<file path="src/rtl/ring_counter_ctrl.sv">
// Job engine for the ring counter: queues terminal counts, then runs clear/enable/hold
// sequencing for each job and returns the final count on a valid/ready response port.
module ring_counter_ctrl #(
  parameter int DEPTH       = 4,
  parameter int CLR_CYCLES  = 2,
  parameter int HOLD_CYCLES = 3,
  parameter int TIMEOUT     = 600,
  parameter int WD_W        = 16
) (
  input  logic       clk,
  input  logic       rst,
  input  logic       req_valid_i,
  output logic       req_ready_o,
  input  logic [7:0] req_cnt_i,
  output logic       cnt_rst_o,
  output logic       cnt_en_o,
  output logic [7:0] cnt_num_o,
  input  logic [7:0] cnt_val_i,
  input  logic       cnt_done_i,
  output logic       rsp_valid_o,
  input  logic       rsp_ready_i,
  output logic [7:0] rsp_cnt_o,
  output logic       rsp_err_o,
  output logic       busy_o
);

  localparam int AW     = $clog2(DEPTH);
  localparam int PH_MAX = (CLR_CYCLES > HOLD_CYCLES) ? CLR_CYCLES : HOLD_CYCLES;
  localparam int PH_W   = $clog2(PH_MAX + 1);

  localparam logic [PH_W-1:0] CLR_LAST  = PH_W'(CLR_CYCLES - 1);
  localparam logic [PH_W-1:0] HOLD_LAST = PH_W'((HOLD_CYCLES > 0) ? HOLD_CYCLES - 1 : 0);
  localparam logic [WD_W-1:0] WD_LAST   = WD_W'(TIMEOUT - 1);
  localparam logic [WD_W-1:0] WD_MAX    = '1;
  localparam logic [AW:0]     FIFO_FULL = (AW + 1)'(DEPTH);

  typedef enum logic [2:0] {
    S_IDLE,
    S_CLR,
    S_RUN,
    S_HOLD,
    S_RESP
  } state_t;

  state_t state_reg, state_next;

  // Request FIFO storage
  logic [7:0]  fifo_mem [DEPTH];
  logic [AW-1:0] wr_ptr_reg, rd_ptr_reg;
  logic [AW:0] count_reg;
  logic [7:0]  head;
  logic        push;
  logic        pop;

  // Sequencing counters
  logic [PH_W-1:0] ph_reg;
  logic [WD_W-1:0] wd_reg;

  // Registered outputs
  logic       cnt_rst_reg, cnt_rst_next;
  logic       cnt_en_reg, cnt_en_next;
  logic       rsp_valid_reg, rsp_valid_next;
  logic [7:0] cnt_num_reg;
  logic [7:0] rsp_cnt_reg;
  logic       rsp_err_reg;

  assign head        = fifo_mem[rd_ptr_reg];
  assign req_ready_o = (count_reg != FIFO_FULL);
  assign push        = req_valid_i && req_ready_o;
  assign pop         = (state_reg == S_IDLE) && (count_reg != '0);

  always_ff @(posedge clk) begin
    if (push) begin
      fifo_mem[wr_ptr_reg] <= req_cnt_i;
    end
  end

  always_ff @(posedge clk) begin
    if (rst) begin
      wr_ptr_reg <= '0;
      rd_ptr_reg <= '0;
      count_reg  <= '0;
    end else begin
      if (push) begin
        wr_ptr_reg <= wr_ptr_reg + 1'b1;
      end
      if (pop) begin
        rd_ptr_reg <= rd_ptr_reg + 1'b1;
      end
      case ({push, pop})
        2'b10:   count_reg <= count_reg + 1'b1;
        2'b01:   count_reg <= count_reg - 1'b1;
        default: count_reg <= count_reg;
      endcase
    end
  end

  // FSM: state register
  always_ff @(posedge clk) begin
    if (rst) begin
      state_reg <= S_IDLE;
    end else begin
      state_reg <= state_next;
    end
  end

  // FSM: next-state logic
  always_comb begin
    state_next = state_reg;
    case (state_reg)
      S_IDLE: begin
        if (pop) begin
          state_next = (head == 8'd0) ? S_RESP : S_CLR;
        end
      end
      S_CLR: begin
        if (ph_reg == CLR_LAST) begin
          state_next = S_RUN;
        end
      end
      S_RUN: begin
        // Done takes priority over a coincident watchdog expiry.
        if (cnt_done_i) begin
          state_next = (HOLD_CYCLES == 0) ? S_RESP : S_HOLD;
        end else if (wd_reg == WD_LAST) begin
          state_next = S_RESP;
        end
      end
      S_HOLD: begin
        if (ph_reg == HOLD_LAST) begin
          state_next = S_RESP;
        end
      end
      S_RESP: begin
        if (rsp_ready_i) begin
          state_next = S_IDLE;
        end
      end
      default: state_next = S_IDLE;
    endcase
  end

  // FSM: outputs, decoded from the upcoming state so they register cleanly
  always_comb begin
    cnt_rst_next   = 1'b0;
    cnt_en_next    = 1'b0;
    rsp_valid_next = 1'b0;
    case (state_next)
      S_CLR:   cnt_rst_next   = 1'b1;
      S_RUN:   cnt_en_next    = 1'b1;
      S_HOLD:  cnt_en_next    = 1'b1;
      S_RESP:  rsp_valid_next = 1'b1;
      default: ;
    endcase
  end

  always_ff @(posedge clk) begin
    if (rst) begin
      cnt_rst_reg   <= 1'b0;
      cnt_en_reg    <= 1'b0;
      rsp_valid_reg <= 1'b0;
    end else begin
      cnt_rst_reg   <= cnt_rst_next;
      cnt_en_reg    <= cnt_en_next;
      rsp_valid_reg <= rsp_valid_next;
    end
  end

  // Phase counter times CLR and HOLD; restarts on every state change.
  always_ff @(posedge clk) begin
    if (rst) begin
      ph_reg <= '0;
    end else if (state_next != state_reg) begin
      ph_reg <= '0;
    end else if (state_reg == S_CLR || state_reg == S_HOLD) begin
      ph_reg <= ph_reg + 1'b1;
    end
  end

  // Watchdog is held at zero outside RUN and saturates inside it.
  always_ff @(posedge clk) begin
    if (rst) begin
      wd_reg <= '0;
    end else if (state_reg != S_RUN) begin
      wd_reg <= '0;
    end else if (wd_reg != WD_MAX) begin
      wd_reg <= wd_reg + 1'b1;
    end
  end

  always_ff @(posedge clk) begin
    if (rst) begin
      cnt_num_reg <= 8'd0;
      rsp_cnt_reg <= 8'd0;
      rsp_err_reg <= 1'b0;
    end else begin
      if (pop) begin
        cnt_num_reg <= head;
        if (head == 8'd0) begin
          rsp_cnt_reg <= 8'd0;
          rsp_err_reg <= 1'b0;
        end
      end
      if (state_reg == S_RUN) begin
        if (cnt_done_i) begin
          rsp_cnt_reg <= cnt_val_i;
          rsp_err_reg <= 1'b0;
        end else if (wd_reg == WD_LAST) begin
          rsp_cnt_reg <= cnt_val_i;
          rsp_err_reg <= 1'b1;
        end
      end
    end
  end

  assign cnt_rst_o   = cnt_rst_reg;
  assign cnt_en_o    = cnt_en_reg;
  assign cnt_num_o   = cnt_num_reg;
  assign rsp_valid_o = rsp_valid_reg;
  assign rsp_cnt_o   = rsp_cnt_reg;
  assign rsp_err_o   = rsp_err_reg;
  assign busy_o      = (state_reg != S_IDLE) || (count_reg != '0);

endmodule

</file>
<file path="config.mk">
export PLATFORM = sky130hd
export DESIGN_NAME = ring_counter_ctrl
export DESIGN_NICKNAME = d
export VERILOG_FILES = /design/src/rtl/ring_counter_ctrl.sv
export SDC_FILE = /design/constraint.sdc
export NUM_CORES = 1
export LEC_CHECK = 0
export CORE_MARGIN = 5
export CORE_UTILIZATION = 40
export DETAILED_ROUTE_END_ITERATION = 10
export SKIP_LAST_GASP = 1
export SYNTH_ARGS = -nofsm -noshare
export SYNTH_HDL_FRONTEND = slang
export SYNTH_SLANG_ARGS = --single-unit
export TNS_END_PERCENT = 20
</file>
<file path="constraint.sdc">
create_clock -name clk -period 4.85 [get_ports clk]
set_input_delay 0.485 -clock clk [delete_from_list [all_inputs] [get_ports clk]]
set_output_delay 0.485 -clock clk [all_outputs]
set_load 0.02 [all_outputs]
</file>
## Yosys cells after proc, flatten, opt, wreduce, memory -nomap -nowiden

Memories as Yosys holds them, arrays and structs flattened. A register that Yosys moved wholly into a read port is not among the register bits.
Cells that the tools add are included.

| storage, ports and cells | value |
|---|---|
| register bits | 48 |
| latch bits | 0 |
| memory bits (writable) | 32 |
| bits in read-only memories | 0 |
| bits of input ports | 21 |
| memories kept | 1 |

Memory list:

| memory | words | width | read ports | clocked after memory_dff | write ports | RTL line | source |
|---|---|---|---|---|---|---|---|
| fifo_mem | 4 | 8 | 1 | 1 | 1 | 48 | `logic [7:0] fifo_mem [DEPTH];` |

| operators by class | value |
|---|---|
| add/subtract/negate cells | 6 |
| multipliers | 0 |
| div/mod/pow operators | 0 |
| magnitude comparators | 0 |
| equality and inequality tests | 17 |
| shifts and indexed selects | 0 |
| multiplexer cells | 26 |
| bitwise operators | 0 |
| reductions and logical operators | 12 |

Operators by type and width:

| cell | count |
|---|---|
| 8-bit 2-to-1 mux | 5 |
| 3-bit 2-to-1 mux | 7 |
| 16-bit by 1-bit adder with 16-bit output (second input constant) | 1 |
| 16-bit by 10-bit equality test with 1-bit output (second input constant) | 1 |
| 16-bit inequality test (second input constant) | 1 |
| 3-bit one-hot mux with 5 select lines | 1 |
| 3-bit by 2-bit equality test with 1-bit output (second input constant) | 4 |
| 1-bit 2-to-1 mux | 10 |
| 8-bit zero test | 1 |
| 2-bit by 1-bit adder with 2-bit output (second input constant) | 3 |
| 3-bit by 1-bit equality test with 1-bit output (second input constant) | 2 |
| 3-bit equality test (second input constant) | 2 |
| 3-bit one-hot mux with 2 select lines | 1 |
| 3-bit nonzero test | 2 |
| 2-bit OR reduction | 3 |
| 2-bit by 1-bit equality test with 1-bit output (second input constant) | 2 |
| 2-bit equality test (second input constant) | 2 |
| 2-bit 2-to-1 mux | 2 |
| 3-bit by 1-bit adder with 3-bit output (second input constant) | 1 |
| 3-bit zero test | 1 |
| 3-bit by 2-bit inequality test with 1-bit output (second input constant) | 1 |
| 3-bit inequality test | 1 |
| 3-bit inequality test (second input constant) | 1 |
| 3-bit by 1-bit subtractor with 3-bit output (second input constant) | 1 |
| 3 further kinds | 5 |

## Depth between registers and ports, before layout

Gate-level depths: netlist of the first run.

| depth | value |
|---|---|
| depth in word-level cells | 7 |
| gate-level depth with buffers | 11 |
| gate-level depth less buffers | 10 |

## Worst setup path after synthesis of the first run

Ideal clock, no wire load.

| timing | value |
|---|---|
| path type | reg-to-reg |
| start point | register state_reg[1] |
| end point | register count_reg[2] |
| library setup time | 0.070 ns |
| arrival time | 2.502 ns |
| data required time | 4.780 ns |
| setup slack | 2.278 ns |
| cell stages (with the launch flop) | 12 |
| path through | dfxtp_1 nor3_1 nand2b_1 clkbuf_1 inv_1 clkbuf_1 ha_1 inv_1 fa_1 xor2_1 or3_1 a21oi_1 |

| on the way | value |
|---|---|
| cells in the longest elaborated chain, start to end | 4 |

Ends and longest elaborated chain:

| item | RTL line | source |
|---|---|---|
| from (decl) | 45 | `state_t state_reg, state_next;` |
| from (signal assigned) | 103 | `state_reg <= state_next;` |
| 3-bit zero test * | 70 | `assign pop = (state_reg == S_IDLE) && (count_reg != '0);` |
| 1-bit logical AND * | 70 |  |
| named net pop | 53 | `logic pop;` |
| 2-bit by 1-bit equality test with 1-bit output / 2-bit equality test (equally long branches) | 90 | `case ({push, pop})` |
| 3-bit one-hot mux with 2 select lines / 2-bit nonzero test (equally long branches) | n/a |  |
| to (signal assigned) | 91 | `2'b10: count_reg <= count_reg + 1'b1;` |
| to (signal assigned) | 92 | `2'b01: count_reg <= count_reg - 1'b1;` |
| to (signal assigned) | 93 | `default: count_reg <= count_reg;` |
| to (decl) | 50 | `logic [AW:0] count_reg;` |

Mark *: on every way through the listed nets, which the timed path passes. The rest lies on a longest branch.
A chain may end at the register's enable or synchronous reset.

## Final worst setup path of the first run

| timing | value |
|---|---|
| start point | register state_reg[0] |
| end point | register count_reg[2] |

| on the way | value |
|---|---|
| cells in the longest elaborated chain, start to end | 4 |

Ends and longest elaborated chain:

| item | RTL line |
|---|---|
| 3-bit zero test * | 70 |
| 1-bit logical AND * | 70 |
| 2-bit by 1-bit equality test with 1-bit output / 2-bit equality test (equally long branches) | 90 |
| 3-bit one-hot mux with 2 select lines / 2-bit nonzero test (equally long branches) | n/a |

Every way passes the cells marked *; elsewhere a longest branch is shown, timed or not.

==> flow_metrics.tcl, run 1 <==
set metrics [dict create \
    post_cts.resized_instances 0 \
    static-leakage-power_nw 1.42 \
    postCtsHoldBufs 0 \
    timing_max_transition_violations_final 0 \
    fin_nets 383 \
    initial_utilization_pct 40.6 \
    timing.setup.critical_path_class "flip-flop to flip-flop" \
    clkTransAtPathRegs_ns 0.09 \
    critical_path_required_ns 5.13 \
    areaGrowthSynthToFinish_pct 20.9 \
    placeableCoreArea_mm2 0.00859 \
    routed_wirelength_um 6560 \
    fp.dieArea_mm2 0.0107 \
    synth_async_sr_flop_share_pct 0 \
    synth.distinct_cells 46 \
    drt-wirelength-per-cell_um 14.1 \
    dr_total_vias 2365 \
    synth.yosys.warnings 0 \
    fin_crit_sh_pct 57.2 \
    nets_in_the_synthesized_netlist 343 \
    largest_reg_flops 32 \
    vdd_ir_drop_max_v 0.000330 \
    worstHoldPathType "flip-flop to flip-flop" \
    antenna_cells_inserted 0 \
    run_status "complete, no violations" \
    via_count_of_the_first_global_routing_pass 2365 \
    first_pass_iters 4 \
    rows 34 \
    most_frequently_used_flop_master_after_synthesis "sky130_fd_sc_hd__dfxtp_1" \
    depth_of_the_cts_h_tree 3 \
    clock_tree.buffer_depth 2 \
    netlist_instances 313 \
    ios 43 \
    cts.sinks 82 \
    gpl.final_weighted_congestion 0.812 \
    timing.fmax_mhz 360 \
    synth.top_cell.area_share_pct 28.7 \
    drive_above_1_share_pct 7.82 \
    critical_path.endpoint_type "flip-flop" \
    crit_arrival_ns 3.05 \
    postRouteAntennaNets 0 \
    worst_slew_margin_rel_pct 36.2 \
    post-cts-setup-buffer-count 0 \
    grt_start_max_net_pins 36 \
    post_synthesis_average_cell_area_um2 11.1 \
    synth_area_leader_cell "sky130_fd_sc_hd__dfxtp_1" \
    final.setup_skew_ns 0.0132 \
    post_synth_main_area_contributors "sky130_fd_sc_hd__dfxtp_1 (29%), sky130_fd_sc_hd__edfxtp_1 (28%), sky130_fd_sc_hd__mux4_2 (5.2%), sky130_fd_sc_hd__nor2_1 (3.4%), sky130_fd_sc_hd__a21oi_1 (2.9%)" \
    cell_count_of_the_worst_reg_to_reg_path 9 \
    post_synth_instance_area_mm2 0.00348 \
    grt-ovfl-total 0 \
    setup_viol_count_final 0 \
    post_drt_via_cell_ratio 5.08 \
    unrepaired_setup_endpoints_after_global_routing "false" \
    detailed_place_hpwl_um 4730 \
    transition_time_of_the_tightest_slew_check_pin_ns 0.951 \
    final.min_clock_period_ns 2.77 \
    fin_cells 466 \
    p_per_area_mw_per_mm2 484 \
    cts_tree "yes" \
    number_of_drc_violations_after_detailed_routing_iteration_0 110 \
    sequential_element_share_of_the_synthesized_area_pct 56.3 \
    die_x_um 103 \
    ys_ff_latch 82 \
    post_synth_edffs 32 \
    critical_path.startpoint_type "flip-flop" \
    timing_hold_violations_final 0 \
    setup_tns_ns 0 \
    cap_violations 0 \
    cts.root.buffer_cell "sky130_fd_sc_hd__clkbuf_8" \
    total_track_usage_pct 13.5 \
    drcViolationCount 0 \
    floorplan.die.height_um 103 \
    grt_pass1_wl_um 11100 \
    io_buffer_count 42 \
    post-place-cells 450 \
    critPathMaxFanout 13 \
    antenna_violations_before_repair 0 \
    worst_hold_path.num_cells 2 \
    number_of_buffers_created_by_cts 9 \
    clk_latency_ns 0.35 \
]
[worst paths after layout]
check	to	slack, ns	from
worst min-delay path	cnt_num_o[2]$_SDFFE_PP0P_	0.46	cnt_num_o[2]$_SDFFE_PP0P_
worst max register to register	count_reg[2]$_SDFFE_PP0P_	2.08	state_reg[0]$_SDFF_PP0_
worst max-delay path	count_reg[2]$_SDFFE_PP0P_	2.08	state_reg[0]$_SDFF_PP0_
worst min register to register	cnt_num_o[2]$_SDFFE_PP0P_	0.46	cnt_num_o[2]$_SDFFE_PP0P_
[area by class of cell]
type                       count  area (um^2)
multi-input combinational    203         1410
sequential                    82         1960
inverter                      14         52.6
tap                          108          135
timing repair buffer          43          428
clock inverter                 7          101
clock buffer                   9          124
fill                         798         4380
[report_power, final]
part / switching, mW / leakage, nW / internal, mW
sequential: 0.0808 / 0.699 / 0.816
clock: 0.248 / 0.106 / 0.293
combinational: 0.324 / 0.619 / 0.276
total: 0.653 / 1.42 / 1.39
[synth_stat cells (3+ instances only)]
master	count
sky130_fd_sc_hd__or3_1	4
sky130_fd_sc_hd__inv_1	14
sky130_fd_sc_hd__nand3_1	4
sky130_fd_sc_hd__nand2b_1	3
sky130_fd_sc_hd__edfxtp_1	32
sky130_fd_sc_hd__nor2_1	32
sky130_fd_sc_hd__nor3_1	10
sky130_fd_sc_hd__clkbuf_1	10
sky130_fd_sc_hd__ha_1	8
sky130_fd_sc_hd__nand4_1	3
sky130_fd_sc_hd__dfxtp_1	50
sky130_fd_sc_hd__nor3b_1	11
sky130_fd_sc_hd__o2111ai_1	3
sky130_fd_sc_hd__xor2_1	11
sky130_fd_sc_hd__o21ai_0	7
sky130_fd_sc_hd__and3_1	10
sky130_fd_sc_hd__mux4_2	8
sky130_fd_sc_hd__nand2_1	24
sky130_fd_sc_hd__a31o_1	8
sky130_fd_sc_hd__xnor2_1	3
sky130_fd_sc_hd__a21oi_1	20
sky130_fd_sc_hd__a31oi_1	4
[layer usage]
metal,share of wire (%),GRT usage [%]
met1,46,16.6
met2,50,22.4
met5,0,0
met3,3.7,4.76
met4,0.93,4.18
[cell families (layout without fill, tap and decap cells)]
group	count (synthesis)	after routing	share of synthesized area [%]
and+or+nand+nor	118	118	18.1
DFF	82	82	56.3
AOI/OAI and AO/OA	52	52	9.62
buffers and inverters	28	73	3.27
xor gates and xnor gates	14	14	3.52
muxes	10	10	5.75
adders and majority gates	9	9	3.45
[placed cells by master, fill, tap and decap left out, types with 2 or more instances in the layout]
master / netlist / routed
sky130_fd_sc_hd__and3_1: 10 / 10
sky130_fd_sc_hd__or4_1: 2 / 2
sky130_fd_sc_hd__clkinvlp_4: 0 / 2
sky130_fd_sc_hd__a2111oi_0: 2 / 2
sky130_fd_sc_hd__or3_1: 4 / 4
sky130_fd_sc_hd__ha_1: 8 / 8
sky130_fd_sc_hd__and4_1: 2 / 2
sky130_fd_sc_hd__o21ai_0: 7 / 7
sky130_fd_sc_hd__a21oi_1: 20 / 20
sky130_fd_sc_hd__nand2b_1: 3 / 3
sky130_fd_sc_hd__inv_1: 14 / 14
sky130_fd_sc_hd__dfxtp_1: 50 / 50
sky130_fd_sc_hd__nor4bb_1: 2 / 2
sky130_fd_sc_hd__xor2_1: 11 / 11
sky130_fd_sc_hd__mux2i_1: 2 / 2
sky130_fd_sc_hd__bufinv_16: 0 / 2
sky130_fd_sc_hd__clkinv_4: 0 / 2
sky130_fd_sc_hd__clkdlybuf4s50_1: 0 / 42
sky130_fd_sc_hd__nor2_1: 32 / 32
sky130_fd_sc_hd__and2_1: 2 / 2
sky130_fd_sc_hd__edfxtp_1: 32 / 32
sky130_fd_sc_hd__o2111ai_1: 3 / 3
sky130_fd_sc_hd__nand3_1: 4 / 4
sky130_fd_sc_hd__nor4b_1: 2 / 2
sky130_fd_sc_hd__a21o_1: 2 / 2
sky130_fd_sc_hd__nor3_1: 10 / 10
sky130_fd_sc_hd__nor3b_1: 11 / 11
sky130_fd_sc_hd__nor2b_1: 2 / 2
sky130_fd_sc_hd__xnor2_1: 3 / 3
sky130_fd_sc_hd__a31o_1: 8 / 8
sky130_fd_sc_hd__nand4_1: 3 / 3
sky130_fd_sc_hd__a31oi_1: 4 / 4
sky130_fd_sc_hd__mux4_2: 8 / 8
sky130_fd_sc_hd__nand2_1: 24 / 24
sky130_fd_sc_hd__clkbuf_8: 0 / 9
[through the flow]
| stage | utilization [%] | hold WS [ns] | power, mW | cell area [um^2] | setup slack (ns) |
|---|---|---|---|---|---|
| after global routing | 49.0 | 0.498 | 2.18 | 4210 | 1.86 |
| after floorplan | - | 0.449 | 1.33 | 3480 | 2.28 |
| after global placement | 46.4 | 0.446 | 1.52 | 3990 | 2.21 |
| after detailed placement | 46.4 | 0.456 | 1.52 | 3990 | 2.07 |
| after CTS | 49.0 | 0.468 | 2.07 | 4210 | 2.06 |
| final | 49.0 | 0.465 | 2.04 | 4210 | 2.08 |
[critical path, cell delays in order, from the launching register on]
cell                       delay [ns]
sky130_fd_sc_hd__dfxtp_1         0.41
sky130_fd_sc_hd__nor3_1          0.29
sky130_fd_sc_hd__nand2b_1        0.30
sky130_fd_sc_hd__inv_1           0.40
sky130_fd_sc_hd__ha_1            0.27
sky130_fd_sc_hd__inv_1           0.06
sky130_fd_sc_hd__fa_1            0.37
sky130_fd_sc_hd__xor2_1          0.16
sky130_fd_sc_hd__or3_1           0.30
sky130_fd_sc_hd__a21oi_1         0.15
Power figures use the tool's default switching activity.
==> run 2, diff against run 1 <==
Clock period 4.85 ns to 2.45 ns, I/O delays scaled along.
==> run 2 against run 1 <==
Against the previous run: clock-buffer cell count rose by 1; final area increased by 0.65%; clock skew rose by 0.0020 ns; first-iteration DRC count shrank 3.6%; global-route usage rose by 0.57 points; critical path depth decreased by 3; final cell count increased by 1.3%; sequential share of layout area is 0.30 points lower; fmax increased by 22%; critical path type unchanged; largest power group unchanged.
==> flow_metrics.tcl, run 2 (same netlist as run 1, synthesis figures left out) <==
set metrics [dict create \
    run_status "complete, no violations" \
    detailedPlace.worstSlack_ns 0.156 \
    unrepaired_setup_endpoints_after_global_routing "false" \
    grt_start_max_net_pins 26 \
    antenna_violations_before_repair 0 \
    layout.cells.most_common_list "sky130_fd_sc_hd__dfxtp_1 (50), sky130_fd_sc_hd__clkdlybuf4s50_1 (42), sky130_fd_sc_hd__nor2_1 (32), sky130_fd_sc_hd__edfxtp_1 (32), sky130_fd_sc_hd__nand2_1 (24)" \
    largest_reg_flops 32 \
    setup_tns_ns 0 \
    p_per_area_mw_per_mm2 951 \
    postRouteAntennaNets 0 \
    setup_viol_count_final 0 \
    clkPwrFrac_pct 24.6 \
    timing.setup.critical_path_class "flip-flop to flip-flop" \
    first_pass_iters 4 \
    critical_path.endpoint_type "flip-flop" \
    layout_commonest_cell "sky130_fd_sc_hd__dfxtp_1" \
    final.min_clock_period_ns 2.28 \
    number_of_drc_violations_after_detailed_routing_iteration_0 106 \
    post_drt_via_cell_ratio 5.04 \
    initial_utilization_pct 40.6 \
    io_buffer_count 42 \
    cts.root.buffer_cell "sky130_fd_sc_hd__clkbuf_8" \
    areaGrowthSynthToFinish_pct 21.7 \
    power.switching_fraction_pct 32.9 \
    share_seq_of_total_power_pct 42.8 \
    grt-ovfl-total 0 \
    timing_max_transition_violations_final 0 \
    number_of_buffers_created_by_cts 9 \
    transition_time_of_the_tightest_slew_check_pin_ns 0.604 \
    timing.fmax_mhz 439 \
    worst_slack_ns 0.173 \
    timing.critical_path.slowest_cell_delay_ns 0.57 \
    clkTransAtPathRegs_ns 0.08 \
    post_cts.resized_instances 0 \
    routed_wirelength_um 6730 \
    cells_along_the_critical_path "buf_4, mux4_2, or4_4, nor3_4, nor2_2, a31o_1" \
    fin_crit_sh_pct 92.9 \
    fp.dieArea_mm2 0.0107 \
    ios 43 \
    fin_cells 472 \
    placeableCoreArea_mm2 0.00859 \
    timing_hold_violations_final 0 \
    final_cell_area_mm2 0.00424 \
    worst_slew_margin_rel_pct 58.7 \
    placed_area_mm2 0.00403 \
    power_report.internal_total_mw 2.70 \
    vdd_ir_drop_max_v 0.000381 \
    post-place-cells 456 \
    floorplan.die.height_um 103 \
    dr_total_vias 2378 \
    drive_above_1_share_pct 9.62 \
    cap_violations 0 \
    critPathMaxFanout 8 \
    postCtsHoldBufs 0 \
    depth_of_the_cts_h_tree 3 \
    static-leakage-power_nw 1.45 \
    critical_path.startpoint_type "flip-flop" \
    worst_path_dominant_cell_family "simple AND/OR/NAND/NOR gates" \
    crit_arrival_ns 2.51 \
    cts.sinks 82 \
    via_count_of_the_first_global_routing_pass 2353 \
    power.switching_mw 1.33 \
    drt-wirelength-per-cell_um 14.3 \
    rows 34 \
    grt_pass1_wl_um 11600 \
    critical_path.slowest_cell "sky130_fd_sc_hd__or4_4" \
    comb_power_share_pct 32.6 \
    clock_tree.buffer_depth 2 \
    fin_nets 389 \
    critical_path_required_ns 2.69 \
    worstHoldPathType "flip-flop to flip-flop" \
    gpl.final_weighted_congestion 0.808 \
    die_x_um 103 \
    total_track_usage_pct 14.1 \
    final.setup_skew_ns 0.0152 \
    drcViolationCount 0 \
    cts_tree "yes" \
    post-cts-setup-buffer-count 0 \
    detailed_place_hpwl_um 4830 \
    clk_latency_ns 0.35 \
    antenna_cells_inserted 0 \
    number_of_buffers_and_inverters_on_the_critical_path 1 \
]
[run 2: power groups by stage]
stage,clock network (mW),logic [mW],registers (mW)
2_1_floorplan,0,0.838,1.80
3_3_place_gp,0,1.30,1.76
3_5_place_dp,0,1.32,1.76
4_1_cts,1.03,1.33,1.73
5_1_grt,1.10,1.47,1.75
6_report,0.990,1.32,1.73
[run 2: stage by stage]
| step | hold WS, ns | utilization (%) | total power [mW] |
|---|---|---|---|
| global route | 0.475 | 49.3 | 4.31 |
| CTS | 0.464 | 49.2 | 4.09 |
| floorplan | 0.344 | - | 2.64 |
| finish | 0.463 | 49.3 | 4.03 |
| detailed placement | 0.455 | 46.9 | 3.08 |
| global placement | 0.453 | 46.9 | 3.06 |
[run 2: worst min-delay path, delay by kind of cell, from the launching register on]
kind            cells  cell delay, ns
flops               1            0.32
simple gates        1            0.05
compound gates      1            0.05
[run 2: path summary, 6_finish.rpt]
path / to / cells after the start / from / slack [ns]
max: rsp_cnt_o[7]$_SDFF_PP0_ / 6 / flip-flop / 0.17
min reg2reg: cnt_num_o[7]$_SDFFE_PP0P_ / 2 / cnt_num_o[7]$_SDFFE_PP0P_ / 0.46
min: cnt_num_o[7]$_SDFFE_PP0P_ / 2 / cnt_num_o[7]$_SDFFE_PP0P_ / 0.46
max reg2reg: rsp_cnt_o[7]$_SDFF_PP0_ / 6 / flip-flop / 0.17
[run 2: cell type report]
cell class | count | area (um^2)
fillers | 811 | 4350
flip-flops and latches | 82 | 1960
multi-input cells | 203 | 1420
repair buffers | 49 | 473
well taps | 108 | 135
clock buffers | 10 | 128
clock inverters | 6 | 72.6
inverters | 14 | 52.6
[run 2: metal layers]
metal  global-route usage (%)  up-vias  share of wire [%]
met1                     19.1     1110                 47
met5                        0        -                  0
met2                     21.2       37                 48
met4                     4.68        0               0.98
li1                         -     1227                  -
met3                     4.96        4                3.9
==> run 3, diff against run 2 <==
Clock period 2.45 ns to 2.8 ns, I/O delays scaled along.
==> run 3 against run 2 <==
Against the previous run: wire length about the same; via count increased by 1.7%; final area up 0.38%; worst hold slack lost 0.0024 ns; die area is the same; register-to-register slack improved by 0.35 ns; sequential share of layout area decreased by 0.18 points; power shrank 9.5%; largest power group unchanged.
==> flow_metrics.tcl, run 3 (same netlist as run 1, synthesis figures left out) <==
set metrics [dict create \
    run_status "complete, no violations" \
    drive_above_1_share_pct 8.56 \
    clk_latency_ns 0.35 \
    largest_reg_flops 32 \
    power_report.internal_total_mw 2.52 \
    critical_path.endpoint_type "flip-flop" \
    layout_commonest_cell "sky130_fd_sc_hd__dfxtp_1" \
    power.switching_fraction_pct 30.9 \
    clkTransAtPathRegs_ns 0.08 \
    clkPwrFrac_pct 27.8 \
    fin_nets 387 \
    critical_path_sink "rsp_cnt_o[1]$_SDFF_PP0_" \
    postCtsHoldBufs 0 \
    fin_crit_sh_pct 81.4 \
    post-cts-setup-buffer-count 0 \
    comb_power_share_pct 30.5 \
    placeableCoreArea_mm2 0.00859 \
    worst_path_dominant_cell_family "simple AND/OR/NAND/NOR gates" \
    depth_of_the_cts_h_tree 3 \
    setup_tns_ns 0 \
    floorplan.die.height_um 103 \
    vdd_ir_drop_max_v 0.000372 \
    first_pass_iters 4 \
    post_cts.resized_instances 0 \
    p_per_area_mw_per_mm2 857 \
    cts.root.buffer_cell "sky130_fd_sc_hd__clkbuf_8" \
    transition_time_of_the_tightest_slew_check_pin_ns 1.00 \
    share_seq_of_total_power_pct 41.7 \
    unrepaired_setup_endpoints_after_global_routing "false" \
    final.setup_skew_ns 0.0118 \
    via_count_of_the_first_global_routing_pass 2347 \
    critical_path.reg2reg.endpoint "rsp_cnt_o[1]$_SDFF_PP0_" \
    rows 34 \
    power.switching_mw 1.13 \
    timing_hold_violations_final 0 \
    initial_utilization_pct 40.6 \
    die_x_um 103 \
    areaGrowthSynthToFinish_pct 22.1 \
    postRouteAntennaNets 0 \
    cp_num_cells 6 \
    totalPowerFinal_mw 3.65 \
    clock_tree.buffer_depth 2 \
    cap_violations 0 \
    critical_path.slowest_cell "sky130_fd_sc_hd__or4_1" \
    critical_path_required_ns 3.04 \
    drt-wirelength-per-cell_um 14.3 \
    detailed_place_hpwl_um 4910 \
    ios 43 \
    critPathMaxFanout 8 \
    drcViolationCount 0 \
    cells_along_the_critical_path "buf_4, mux4_2, or4_1, nor3_4, nor2_2, a31o_1" \
    number_of_buffers_created_by_cts 9 \
    cts_tree "yes" \
    antenna_violations_before_repair 0 \
    reg2reg_setup_slack_ns 0.52 \
    grt_start_max_net_pins 22 \
    number_of_buffers_and_inverters_on_the_critical_path 1 \
    worst_slew_margin_rel_pct 32.8 \
    cts.sinks 82 \
    fp.dieArea_mm2 0.0107 \
    timing_max_transition_violations_final 0 \
    critical_path.startpoint_type "flip-flop" \
    static-leakage-power_nw 1.45 \
    layout.cells.most_common_list "sky130_fd_sc_hd__dfxtp_1 (50), sky130_fd_sc_hd__clkdlybuf4s50_1 (42), sky130_fd_sc_hd__nor2_1 (32), sky130_fd_sc_hd__edfxtp_1 (32), sky130_fd_sc_hd__nand2_1 (24)" \
    routed_wirelength_um 6730 \
    crit_arrival_ns 2.52 \
    timing.fmax_mhz 439 \
    setup_viol_count_final 0 \
    utilization_pct 49.5 \
    gpl.final_weighted_congestion 0.826 \
    final.min_clock_period_ns 2.28 \
    antenna_cells_inserted 0 \
    grt_pass1_wl_um 11300 \
    post_drt_via_cell_ratio 5.14 \
    timing.setup.critical_path_class "flip-flop to flip-flop" \
    worstHoldPathType "flip-flop to flip-flop" \
    cell_count_of_the_worst_reg_to_reg_path 6 \
    grt-ovfl-total 0 \
    dr_total_vias 2418 \
    timing.critical_path.slowest_cell_delay_ns 0.62 \
    total_track_usage_pct 13.8 \
    number_of_drc_violations_after_detailed_routing_iteration_0 80 \
    io_buffer_count 42 \
]
[run 3: cell types whose count changed in the layout (fill, tap and decap cells not counted), sizes merged]
cell	change
buf	-2
bufinv	+2
inv	-2
clkbuf	-1
clkinvlp	+1
[run 3: area by class of cell]
class	count	area [um^2]
fill	797	4340
sequential	82	1960
multi-input combinational	203	1410
timing repair buffer	47	458
tap	108	135
clock buffer	9	124
clock inverter	7	115
inverter	14	52.6
[run 3: how the worst min path moves through the flow]
stage,start,to,depth (start not counted)
after CTS,cnt_num_o[4]$_SDFFE_PP0P_,cnt_num_o[4]$_SDFFE_PP0P_,2
after detailed placement,cnt_num_o[4]$_SDFFE_PP0P_,cnt_num_o[4]$_SDFFE_PP0P_,2
final,cnt_num_o[6]$_SDFFE_PP0P_,cnt_num_o[6]$_SDFFE_PP0P_,2
after floorplan,req_cnt_i[0],fifo_mem[0][0]$_DFFE_PP_,0
after global placement,cnt_num_o[4]$_SDFFE_PP0P_,cnt_num_o[4]$_SDFFE_PP0P_,2
after global routing,cnt_num_o[4]$_SDFFE_PP0P_,cnt_num_o[4]$_SDFFE_PP0P_,2
[run 3: metal layers]
| layer | track usage [%] | routed length, um |
|---|---|---|
| met1 | 17.8 | 3100 |
| met2 | 22.1 | 3320 |
| met3 | 4.36 | 217 |
| met4 | 4.48 | 81 |
| met5 | 0 | 0 |
[run 3: through the flow]
step                setup WS, ns  std cells  cell area [um^2]  hold WS (ns)
floorplan                  0.228        313              3480         0.379
global placement           0.529        454              4020         0.456
detailed placement         0.497        454              4020         0.455
CTS                        0.483        470              4260         0.468
global route               0.280        470              4260         0.481
finish                     0.520        470              4260         0.460
[run 3: tightest hold or removal path, stage by stage (launching register included)]
cell,delay [ns]
sky130_fd_sc_hd__dfxtp_1,0.32
sky130_fd_sc_hd__nand2_1,0.05
sky130_fd_sc_hd__a21oi_1,0.05
[run 3: power groups by stage]
| stage | Combinational (mW) | Clock, mW | Sequential, mW |
|---|---|---|---|
| 6_report | 1.11 | 1.01 | 1.52 |
| 3_3_place_gp | 1.11 | 0 | 1.55 |
| 2_1_floorplan | 0.727 | 0 | 1.58 |
| 3_5_place_dp | 1.13 | 0 | 1.55 |
| 5_1_grt | 1.24 | 1.11 | 1.54 |
| 4_1_cts | 1.13 | 1.05 | 1.53 |
